### src/rtl/rx_pkg.sv
// Shared defaults and types for the UART receive FIFO.
package rx_pkg;

    localparam int unsigned RX_WIDTH           = 8;
    localparam int unsigned RX_FIFO_DEPTH_LOG2 = 4;

    // Pointers carry one extra wrap bit beyond the address bits.
    function automatic int unsigned ptr_width(input int unsigned depth_log2);
        return depth_log2 + 1;
    endfunction

    localparam int unsigned RX_PTR_W = ptr_width(RX_FIFO_DEPTH_LOG2);

    typedef enum logic [1:0] {
        OccEmpty,
        OccPartial,
        OccFull
    } occ_e;

endpackage

### src/rtl/rx_fifo_mem.sv
// Register array for the receive FIFO: synchronous write, asynchronous read.
module rx_fifo_mem
    import rx_pkg::*;
#(
    parameter int unsigned WIDTH      = RX_WIDTH,
    parameter int unsigned DEPTH_LOG2 = RX_FIFO_DEPTH_LOG2
) (
    input  logic                  clk,
    input  logic                  we,
    input  logic [DEPTH_LOG2-1:0] waddr,
    input  logic [WIDTH-1:0]      wdata,
    input  logic [DEPTH_LOG2-1:0] raddr,
    output logic [WIDTH-1:0]      rdata
);

    localparam int unsigned DEPTH = 2 ** DEPTH_LOG2;

    logic [WIDTH-1:0] mem_q [DEPTH];

    always_ff @(posedge clk) begin
        if (we) begin
            mem_q[waddr] <= wdata;
        end
    end

    assign rdata = mem_q[raddr];

endmodule

### src/rtl/rx_fifo.sv
// Receive-side byte FIFO with first-word-fall-through output and sticky overflow.
// Optional occupancy port enabled by defining RX_FIFO_LEVEL_EN.
module rx_fifo
    import rx_pkg::*;
#(
    parameter int unsigned DEPTH_LOG2 = RX_FIFO_DEPTH_LOG2,
    parameter int unsigned WIDTH      = RX_WIDTH
) (
    input  logic             clk,
    input  logic             res,
    input  logic [WIDTH-1:0] rx_byte,
    input  logic             rx_rdy,
    output logic [WIDTH-1:0] out_data,
    output logic             out_valid,
    input  logic             out_ready,
    output logic             overflow,
    input  logic             clr_ovf
`ifdef RX_FIFO_LEVEL_EN
    ,
    output logic [DEPTH_LOG2:0] level
`endif
);

    localparam int unsigned PTR_W = ptr_width(DEPTH_LOG2);

    logic [PTR_W-1:0] wr_ptr_q, wr_ptr_d;
    logic [PTR_W-1:0] rd_ptr_q, rd_ptr_d;
    logic             rdy_q, rdy_d;
    logic             ovf_q, ovf_d;

    logic             empty;
    logic             full;
    occ_e             occ;
    logic             push;
    logic             pop;
    logic             wr_en;
    logic             drop;
    logic [WIDTH-1:0] mem_rdata;

    always_comb begin
        empty = (wr_ptr_q == rd_ptr_q);
        full  = (wr_ptr_q[PTR_W-1] != rd_ptr_q[PTR_W-1]) &&
                (wr_ptr_q[PTR_W-2:0] == rd_ptr_q[PTR_W-2:0]);

        if (empty) begin
            occ = OccEmpty;
        end else if (full) begin
            occ = OccFull;
        end else begin
            occ = OccPartial;
        end

        // Rising-edge detect so a held strobe writes a single byte.
        push  = rx_rdy & ~rdy_q;
        pop   = (occ != OccEmpty) & out_ready;
        // A pop frees the head slot in the same cycle, so full+push+pop still writes.
        wr_en = push & ((occ != OccFull) | pop);
        drop  = push & (occ == OccFull) & ~pop;

        wr_ptr_d = wr_en ? wr_ptr_q + PTR_W'(1) : wr_ptr_q;
        rd_ptr_d = pop   ? rd_ptr_q + PTR_W'(1) : rd_ptr_q;
        rdy_d    = rx_rdy;

        // A new drop outranks a simultaneous clear.
        if (drop) begin
            ovf_d = 1'b1;
        end else if (clr_ovf) begin
            ovf_d = 1'b0;
        end else begin
            ovf_d = ovf_q;
        end
    end

    always_ff @(posedge clk) begin
        if (res) begin
            wr_ptr_q <= '0;
            rd_ptr_q <= '0;
            rdy_q    <= 1'b0;
            ovf_q    <= 1'b0;
        end else begin
            wr_ptr_q <= wr_ptr_d;
            rd_ptr_q <= rd_ptr_d;
            rdy_q    <= rdy_d;
            ovf_q    <= ovf_d;
        end
    end

    rx_fifo_mem #(
        .WIDTH      (WIDTH),
        .DEPTH_LOG2 (DEPTH_LOG2)
    ) u_mem (
        .clk   (clk),
        .we    (wr_en),
        .waddr (wr_ptr_q[PTR_W-2:0]),
        .wdata (rx_byte),
        .raddr (rd_ptr_q[PTR_W-2:0]),
        .rdata (mem_rdata)
    );

    // Storage is not reset; gate the head so out_data reads zero while empty.
    assign out_valid = (occ != OccEmpty);
    assign out_data  = out_valid ? mem_rdata : '0;
    assign overflow  = ovf_q;

`ifdef RX_FIFO_LEVEL_EN
    assign level = wr_ptr_q - rd_ptr_q;
`endif

endmodule
### config.mk
export PLATFORM = sky130hd
export DESIGN_NAME = rx_fifo
export DESIGN_NICKNAME = d
export VERILOG_FILES = /design/src/rtl/rx_pkg.sv /design/src/rtl/rx_fifo_mem.sv /design/src/rtl/rx_fifo.sv
export SDC_FILE = /design/constraint.sdc
export NUM_CORES = 1
export LEC_CHECK = 0
export BUFFER_PORTS_ARGS = -buffer_cell sky130_fd_sc_hd__buf_2
export CORE_AREA = 2 2 137 139
export CTS_CLUSTER_DIAMETER = 80
export DETAILED_ROUTE_END_ITERATION = 10
export DIE_AREA = 0 0 139 141
export PLACE_DENSITY_LB_ADDON = 0.15
export RECOVER_POWER = 50
export SYNTH_ARGS = -nofsm -noshare
export SYNTH_HDL_FRONTEND = slang
export SYNTH_SLANG_ARGS = --single-unit
### constraint.sdc
create_clock -name clk -period 2.11 [get_ports clk]
set_clock_uncertainty 0.2 [all_clocks]
set_input_delay 0.211 -clock clk [delete_from_list [all_inputs] [get_ports clk]]
set_output_delay 0.211 -clock clk [all_outputs]
set_load 0.05 [all_outputs]
# == After elaboration in Yosys (flattened, before gate mapping) ==
# Memory sizes are Yosys's and may differ from the RTL's. A register that Yosys moved wholly into a read port is not among the register bits.
# Cells that the tools add are included.
# totals
regBits,12
ramBits,128
inputBits,13
mem_count,1
# mem_list
name,words,width,rd,rd_ports_with_merged_regs,write_ports,line,text
u_mem.mem_q,16,8,1,1,1,rx_fifo_mem.sv:18,logic [WIDTH-1:0] mem_q [DEPTH];
# classes
n_addsub,2
n_eq_ne,5
n_mux,9
bitwise_logic,8
reduce_logical,3
# op_table
cell,count
$add A5 B1 Y5 const B,2
$mux W4,2
$mux W8,1
$and A1 B1 Y1,5
$eq A5 B5 Y1,1
$eq A4 B4 Y1,1
$mux W1,4
$mux W2,2
$reduce_bool A2 Y1,2
$eq A2 B2 Y1 const B,1
$ne A2 B2 Y1 const B,1
$not A1 Y1,2
$logic_and A1 B1 Y1,1
$ne A1 B1 Y1,1
$or A1 B1 Y1,1

# == Depth between registers and ports, before layout ==
# Gate-level depths: netlist of run 1.
# logic_depth
ltp_word,10
mapped_depth,6
ltp_nobuf,4

# == Hierarchy ==
# From an unflattened synthesis of run 1, not the netlist that was laid out.
# hier_totals
hier_cells,304
area_unflattened_um2,5739.3
# modules_own_cells
mod,instances,cells_per_inst,area_each_um2,seq_area_each_um2
rx_fifo_mem,1,221,4987.3,3843.7
rx_fifo,1,83,752.0,240.2

# == Worst setup path after synthesis of run 1 ==
# OpenSTA, ideal clock, no wires.
# synth_path
path_kind,register -> output
from,register with a tool-made name
to,output port out_data[4]
t_arrival_ns,2.303
setup_slack_ns,-0.604
stages_incl_launch_ff,6
path_buffers,2
cell_sequence,dfxtp_1 > buf_2 > buf_4 > mux4_2 > nand2_1 > a311oi_1
# synth_rtl
element,line,text
to (decl),rx_fifo.sv:13,"output logic [WIDTH-1:0] out_data,"

==> flow_metrics.env, run 1 <==
export IMPL_outcome="finished, violations left"
export IMPL_ant_nets=0
export IMPL_path_clk_slew_ns=0.06
export IMPL_setup_violations=137
export IMPL_hold_start="res"
export IMPL_worstRegToRegCells=5
export IMPL_grt_pass1_wl_mm=20.4
export IMPL_die_area_sq_um=19600
export IMPL_cts_tree="built"
export IMPL_synth_top_family_by_area="multiplexers"
export IMPL_ys_seq_area_frac=0.711
export IMPL_crit_chain="buf_12 > clkbuf_16 > mux4_2 > mux2_4 > nand2_4 > a21oi_4 > buf_8"
export IMPL_holdPathEnd="overflow$_SDFFE_PP0P_"
export IMPL_avgSynthCellArea_sq_um=17.6
export IMPL_hold_viol=1
export IMPL_fp_dieH_um=141
export IMPL_dp_cells=626
export IMPL_whs_ns=-0.00693
export IMPL_max_slew_margin=0.518
export IMPL_async_flop_share=0
export IMPL_synth_ff_type="edfxtp_1"
export IMPL_finalWorstSetupSlack_ns=-0.402
export IMPL_rows=50
export IMPL_layout_min_cycle_time_ns=2.51
export IMPL_cp_end_kind="output pin"
export IMPL_tightestPinTransition_ns=0.724
export IMPL_peakVddDrop_mv=0.575
export IMPL_reg2reg_to="u_mem.mem_q[12][0]$_DFFE_PP_"
export IMPL_remaining_drc_errors=0
export IMPL_crit_arrival_ns=2.10
export IMPL_final_setup_tns_ns=-7.88
export IMPL_cts_buffer_depth=2
export IMPL_fmax_mhz=398
export IMPL_firstDrtPassIters=4
export IMPL_grt_max_degree=21
export IMPL_timing_rr_start="wr_ptr_q[4]$_SDFFE_PP0P_"
export IMPL_htreeDepth=4
export IMPL_syn_inst=332
export IMPL_coreArea_sq_um=18300
export IMPL_critPathSlowestCell="mux4_2"
export IMPL_pin_count=23
export IMPL_ys_ff_latch=144
export IMPL_grt_pass1_vias=3453
export IMPL_slew_violations=0
export IMPL_nFillCells=1629
export IMPL_die_x_um=139
export IMPL_ys_warn_count=0
export IMPL_cpPeakStageDelay_ns=0.49
export IMPL_initial_core_util=0.321
export IMPL_hpwl_mm=8.80
export IMPL_syn2layout_area_growth_pct=35.8
export IMPL_diodes=0
export IMPL_synthAdderAreaFrac=0.0107
export IMPL_synth_cell_types=39
export IMPL_grt_use_total=0.142
export IMPL_yosys_area_share_simple=0.0577
export IMPL_gp_congestion=0.727
export IMPL_drt_iter0_drc=200
export IMPL_violations="negative hold slack, negative setup slack"
export IMPL_drv_cap=0
export IMPL_power_density_nw_per_um2=995
export IMPL_vias=3281
export IMPL_p_leak_nw=2.72
export IMPL_synthXorXnorAreaFrac=0.00748
export IMPL_cts_sinks=144
export IMPL_ctsRootBufferMaster="clkbuf_16"
export IMPL_wirelength_mm=13.1
export IMPL_fin_cells=678
export IMPL_vias_per_cell=4.84
export IMPL_synthMuxAreaShare=0.147
export IMPL_worstSetupPathType="reg -> out"
export IMPL_port_buffers=22
export IMPL_synth_edf_count=128
export IMPL_synth_area_sq_um=5860
export IMPL_antenna_found_initial=0
export IMPL_drive_gt1_frac=0.417
export IMPL_required_ns=1.70
export IMPL_insertion_delay_ns=0.41
export IMPL_rsz0062_at_grt="true"
export IMPL_grt_ovfl_total=0
export IMPL_path_max_fanout=5
export IMPL_hold_path_class="in -> reg"
export IMPL_synth_nets=350
export IMPL_whs_path_depth=2
export IMPL_numCtsBuffers=17
export IMPL_nNetsFinal=450
export IMPL_r2r_setup_slack_ns=-0.05
export IMPL_synth_compound_area_share=0.0457
export IMPL_critPathLaunchType="register"
export IMPL_fin_crit_sh=1.19
export IMPL_wl_per_cell_um=19.4
-- per-layer routing --
metal / global-route usage / vias up / part of all wire
met1: 0.176 / 1687 / 0.43
met3: 0.0384 / 7 / 0.034
met4: 0.0399 / 0 / 0.0083
met5: 0 / - / 0
li1: - / 1531 / -
met2: 0.247 / 56 / 0.52
-- metrics by stage --
stage	util	worst slack, ns	power (mW)	hold slack (ns)	cell area [sq um]
finish	0.435	-0.402	7.91	-0.00693	7950
global route	0.435	-0.471	8.22	0.0665	7950
CTS	0.427	-0.446	7.89	0.0394	7810
detailed placement	0.378	-0.233	4.56	0.258	6910
global placement	0.378	-0.255	4.56	0.252	6910
floorplan	-	0.0161	4.10	0.110	5960
-- area by class of cell --
type	count	area, sq um	share of cell area
clock inverters	14	181	0.0228
inverters	9	33.8	0.00425
multi-input cells	165	1810	0.228
clock buffers	17	425	0.0535
flip-flops and latches	144	4180	0.526
well taps	234	293	0.0368
repair buffers	95	1030	0.129
-- critical path, delay by kind of cell (launching register included) --
family / cells / cell delay, ns
DFF: 1 / 0.37
buffers and inverters: 3 / 0.41
muxes: 2 / 0.78
AOI/OAI and AO/OA: 1 / 0.05
and+or+nand+nor: 1 / 0.07
-- synthesized netlist by cell type, drive strengths merged (4+ instances only) --
master	instances	area, sq um
ha	5	62.6
dfxtp	16	320
nor2	11	41.3
o21ai	10	50.1
buf	10	71.3
a21oi	12	71.3
mux2i	15	150
clkbuf	4	15.0
xnor2	5	43.8
mux4	25	563
mux2	13	146
edfxtp	128	3840
nor2b	8	50.1
a221oi	7	61.3
and3	15	93.8
inv	9	33.8
nand2	13	48.8
nand3	4	20.0
-- flip-flops by register name (all words and copies together) (netlist names), named ones only --
name,cells
u_mem.mem_q,128
overflow,1
rd_ptr_q,5
wr_ptr_q,5
rdy_q,1
-- how the worst max path moves through the flow --
stage	startpoint	endpoint	slack, ns	depth (start not counted)
2_1_floorplan	register	out_data[0]	0.02	6
3_3_place_gp	register	out_data[4]	-0.26	6
3_5_place_dp	register	out_data[4]	-0.23	6
4_1_cts	register	out_data[6]	-0.45	7
5_1_grt	register	out_data[0]	-0.47	7
6_report	register	out_data[0]	-0.40	7
-- power by group --
part / internal, mW / switching, mW
registers: 3.15 / 0.0339
clock network: 1.87 / 1.21
logic: 0.792 / 0.856
-- cells by family (layout without fill, tap and decap cells) --
family,count (synthesis),in the layout
mux,53,53
flops,144,144
fa+ha+maj,5,5
compound gates,39,39
xor+xnor,5,5
buf+inv,23,135
simple gates,63,63
-- layout by cell type (no fill, tap or decap), drive strengths merged, types with 4 or more instances in the layout --
cell / n
ha: 5
clkinv: 4
edfxtp: 128
nand3: 4
o21ai: 10
mux2i: 15
dlygate4sd3: 11
inv: 13
clkbuf: 30
dfxtp: 16
nand2: 13
buf: 71
xnor2: 5
and3: 15
nor2b: 8
nor2: 11
a221oi: 7
mux2: 13
a21oi: 12
mux4: 25
-- what timing repair did --
item | in CTS | in global routing
gates cloned | 0 | 2
hold endpoints to repair | 122 | 0
setup endpoints to repair | 9 | 138
pin swaps | 3 | 14
resized for setup | 45 | 27
hold buffers | 12 | 0
setup buffers | 4 | 4
No activity file was read; power rests on OpenSTA's default activity.
==> inputs of run 2 (changes only) <==
==> constraint.sdc (replaced) <==
create_clock -name clk -period 2.4 [get_ports clk]
set_clock_uncertainty 0.2 [all_clocks]
set_input_delay 0.24 -clock clk [delete_from_list [all_inputs] [get_ports clk]]
set_output_delay 0.24 -clock clk [all_outputs]
set_load 0.05 [all_outputs]
==> run 2 against run 1 <==
Die area stayed put. Clock power is 11% lower. Largest power group unchanged. Total power is 15% lower. Setup slack better by 0.30 ns. Design area is 7.2% lower. Non-clock buffer count is 36 lower. The flow finishes with violations (negative setup slack).
==> flow_metrics.env, run 2 (synthesis results as in run 1) <==
export IMPL_ant_nets=0
export IMPL_required_ns=1.96
export IMPL_drt_iter0_drc=174
export IMPL_htreeDepth=4
export IMPL_path_clk_slew_ns=0.06
export IMPL_drive_gt1_frac=0.337
export IMPL_wl_per_cell_um=20.6
export IMPL_rows=50
export IMPL_syn2layout_area_growth_pct=26.0
export IMPL_reg_top3="u_mem.mem_q: 128 flops, rd_ptr_q: 5 flops, wr_ptr_q: 5 flops"
export IMPL_hold_viol=0
export IMPL_place_area_sq_um=6430
export IMPL_switching_power_mw=1.69
export IMPL_diodes=0
export IMPL_fp_dieH_um=141
export IMPL_firstDrtPassIters=4
export IMPL_numCtsBuffers=17
export IMPL_vias=3127
export IMPL_p_leak_nw=2.44
export IMPL_nNetsFinal=414
export IMPL_layout_min_cycle_time_ns=2.50
export IMPL_insertion_delay_ns=0.42
export IMPL_path_delay_family="multiplexers"
export IMPL_gp_congestion=0.718
export IMPL_wirelength_mm=13.3
export IMPL_max_slew_margin=0.404
export IMPL_remaining_drc_errors=0
export IMPL_hpwl_mm=8.27
export IMPL_die_area_sq_um=19600
export IMPL_fin_crit_sh=1.04
export IMPL_power_frac_comb=0.175
export IMPL_grt_pass1_vias=3259
export IMPL_coreArea_sq_um=18300
export IMPL_drv_cap=0
export IMPL_setup_violations=8
export IMPL_cpPeakStageDelay_ns=0.49
export IMPL_stdcell_area_sq_um=7380
export IMPL_internal_power_mw=5.02
export IMPL_port_buffers=22
export IMPL_cp_end_kind="output pin"
export IMPL_slew_violations=0
export IMPL_largest_reg_flops=128
export IMPL_dp_cells=599
export IMPL_critPathLaunchType="register"
export IMPL_antenna_found_initial=0
export IMPL_fin_cells=643
export IMPL_die_x_um=139
export IMPL_initial_core_util=0.321
export IMPL_swShare=0.252
export IMPL_final_setup_tns_ns=-0.757
export IMPL_pwr_share_clk=0.408
export IMPL_outcome="finished, violations left"
export IMPL_regMostFlops="u_mem.mem_q"
export IMPL_pin_count=23
export IMPL_cts_sinks=144
export IMPL_vias_per_cell=4.86
export IMPL_power_density_nw_per_um2=909
export IMPL_fmax_mhz=399
export IMPL_worstSetupPathType="reg -> out"
export IMPL_violations="negative setup slack"
export IMPL_grt_max_degree=21
export IMPL_worst_path_buf_inv=2
export IMPL_seqPwrFrac=0.418
export IMPL_hold_path_class="in -> reg"
export IMPL_nFillCells=1688
export IMPL_crit_arrival_ns=2.06
export IMPL_finalWorstSetupSlack_ns=-0.104
export IMPL_grt_use_total=0.144
export IMPL_ctsRootBufferMaster="clkbuf_16"
export IMPL_mostFrequentLayoutCell="edfxtp_1"
export IMPL_final_cell_mix="edfxtp_1, mux4_2, buf_4"
export IMPL_cts_tree="built"
export IMPL_crit_chain="buf_12 > mux4_2 > mux2_4 > nand2_4 > a21oi_4 > buf_6"
export IMPL_grt_ovfl_total=0
export IMPL_rsz0062_at_grt="true"
export IMPL_cts_buffer_depth=2
export IMPL_grt_pass1_wl_mm=20.3
export IMPL_peakVddDrop_mv=0.526
export IMPL_critPathSlowestCell="mux4_2"
export IMPL_path_max_fanout=6
export IMPL_tightestPinTransition_ns=0.893
[run 2: changes by cell type in the layout (fill, tap and decap cells not counted), moves of 4 or more]
cell,previous run,this run
dlygate4sd3_1,11,2
dfxtp_1,6,11
nand2_4,6,1
a21oi_4,8,2
buf_12,20,5
xnor2_1,1,5
dfxtp_2,8,2
xnor2_2,4,0
buf_4,36,22
a21oi_2,0,6
o21ai_2,5,0
[run 2: per-stage QoR]
| stage | power [mW] | hold slack [ns] | util | setup slack (ns) |
|---|---|---|---|---|
| after floorplan | 3.53 | 0.139 | - | 0.139 |
| after global placement | 3.76 | 0.264 | 0.352 | 0.111 |
| after detailed placement | 3.77 | 0.272 | 0.352 | 0.108 |
| after CTS | 6.69 | 0.00168 | 0.400 | -0.141 |
| after global routing | 6.95 | 0.0304 | 0.404 | -0.168 |
| final | 6.71 | 0.0111 | 0.404 | -0.104 |
[run 2: layout make-up]
cell class,instances,area [sq um],area share
multi-input cells,165,1690,0.229
inverters,9,33.8,0.00458
repair buffers,59,566,0.0766
clock inverters,13,186,0.0253
well taps,234,293,0.0397
clock buffers,19,433,0.0587
flip-flops and latches,144,4180,0.566
[run 2: path summary, 6_finish.rpt]
check	cells after the start	start	slack, ns	to
setup / recovery	6	register	-0.10	out_data[7]
hold reg to reg	2	overflow$_SDFFE_PP0P_	0.31	overflow$_SDFFE_PP0P_
setup reg to reg	6	rd_ptr_q[0]$_SDFFE_PP0N_	0.14	u_mem.mem_q[2][7]$_DFFE_PP_
hold / removal	2	res	0.01	overflow$_SDFFE_PP0P_
[run 2: power by group through the flow]
stage | sequential, mW | combinational (mW) | clock [mW]
3_3_place_gp | 2.84 | 0.918 | 0
2_1_floorplan | 2.83 | 0.695 | 0
5_1_grt | 2.81 | 1.24 | 2.91
6_report | 2.80 | 1.17 | 2.74
4_1_cts | 2.80 | 1.10 | 2.79
3_5_place_dp | 2.84 | 0.923 | 0
[run 2: timing repair]
action / in CTS / in global routing
gates resized for setup: 48 / 9
hold buffers: 2 / 0
hold endpoints to repair: 2 / 0
pin swaps: 7 / 5
endpoints found under the setup margin: 9 / 9
setup buffers: 1 / 6
cloned: 3 / 0
[run 2: metal layers]
metal  up-vias  GRT usage  part of all wire
met4         0     0.0404             0.011
li1       1459          -                 -
met1      1616      0.188              0.47
met2        40      0.238              0.50
met5         -          0                 0
met3        12     0.0380             0.024
[run 2: worst reg2reg max path: cells and delay by family, from the launching register on]
kind            cells  cell delay [ns]
simple gates        2             0.51
compound gates      1             0.34
xor+xnor            1             0.11
buf+inv             2             0.38
flops               1             0.41
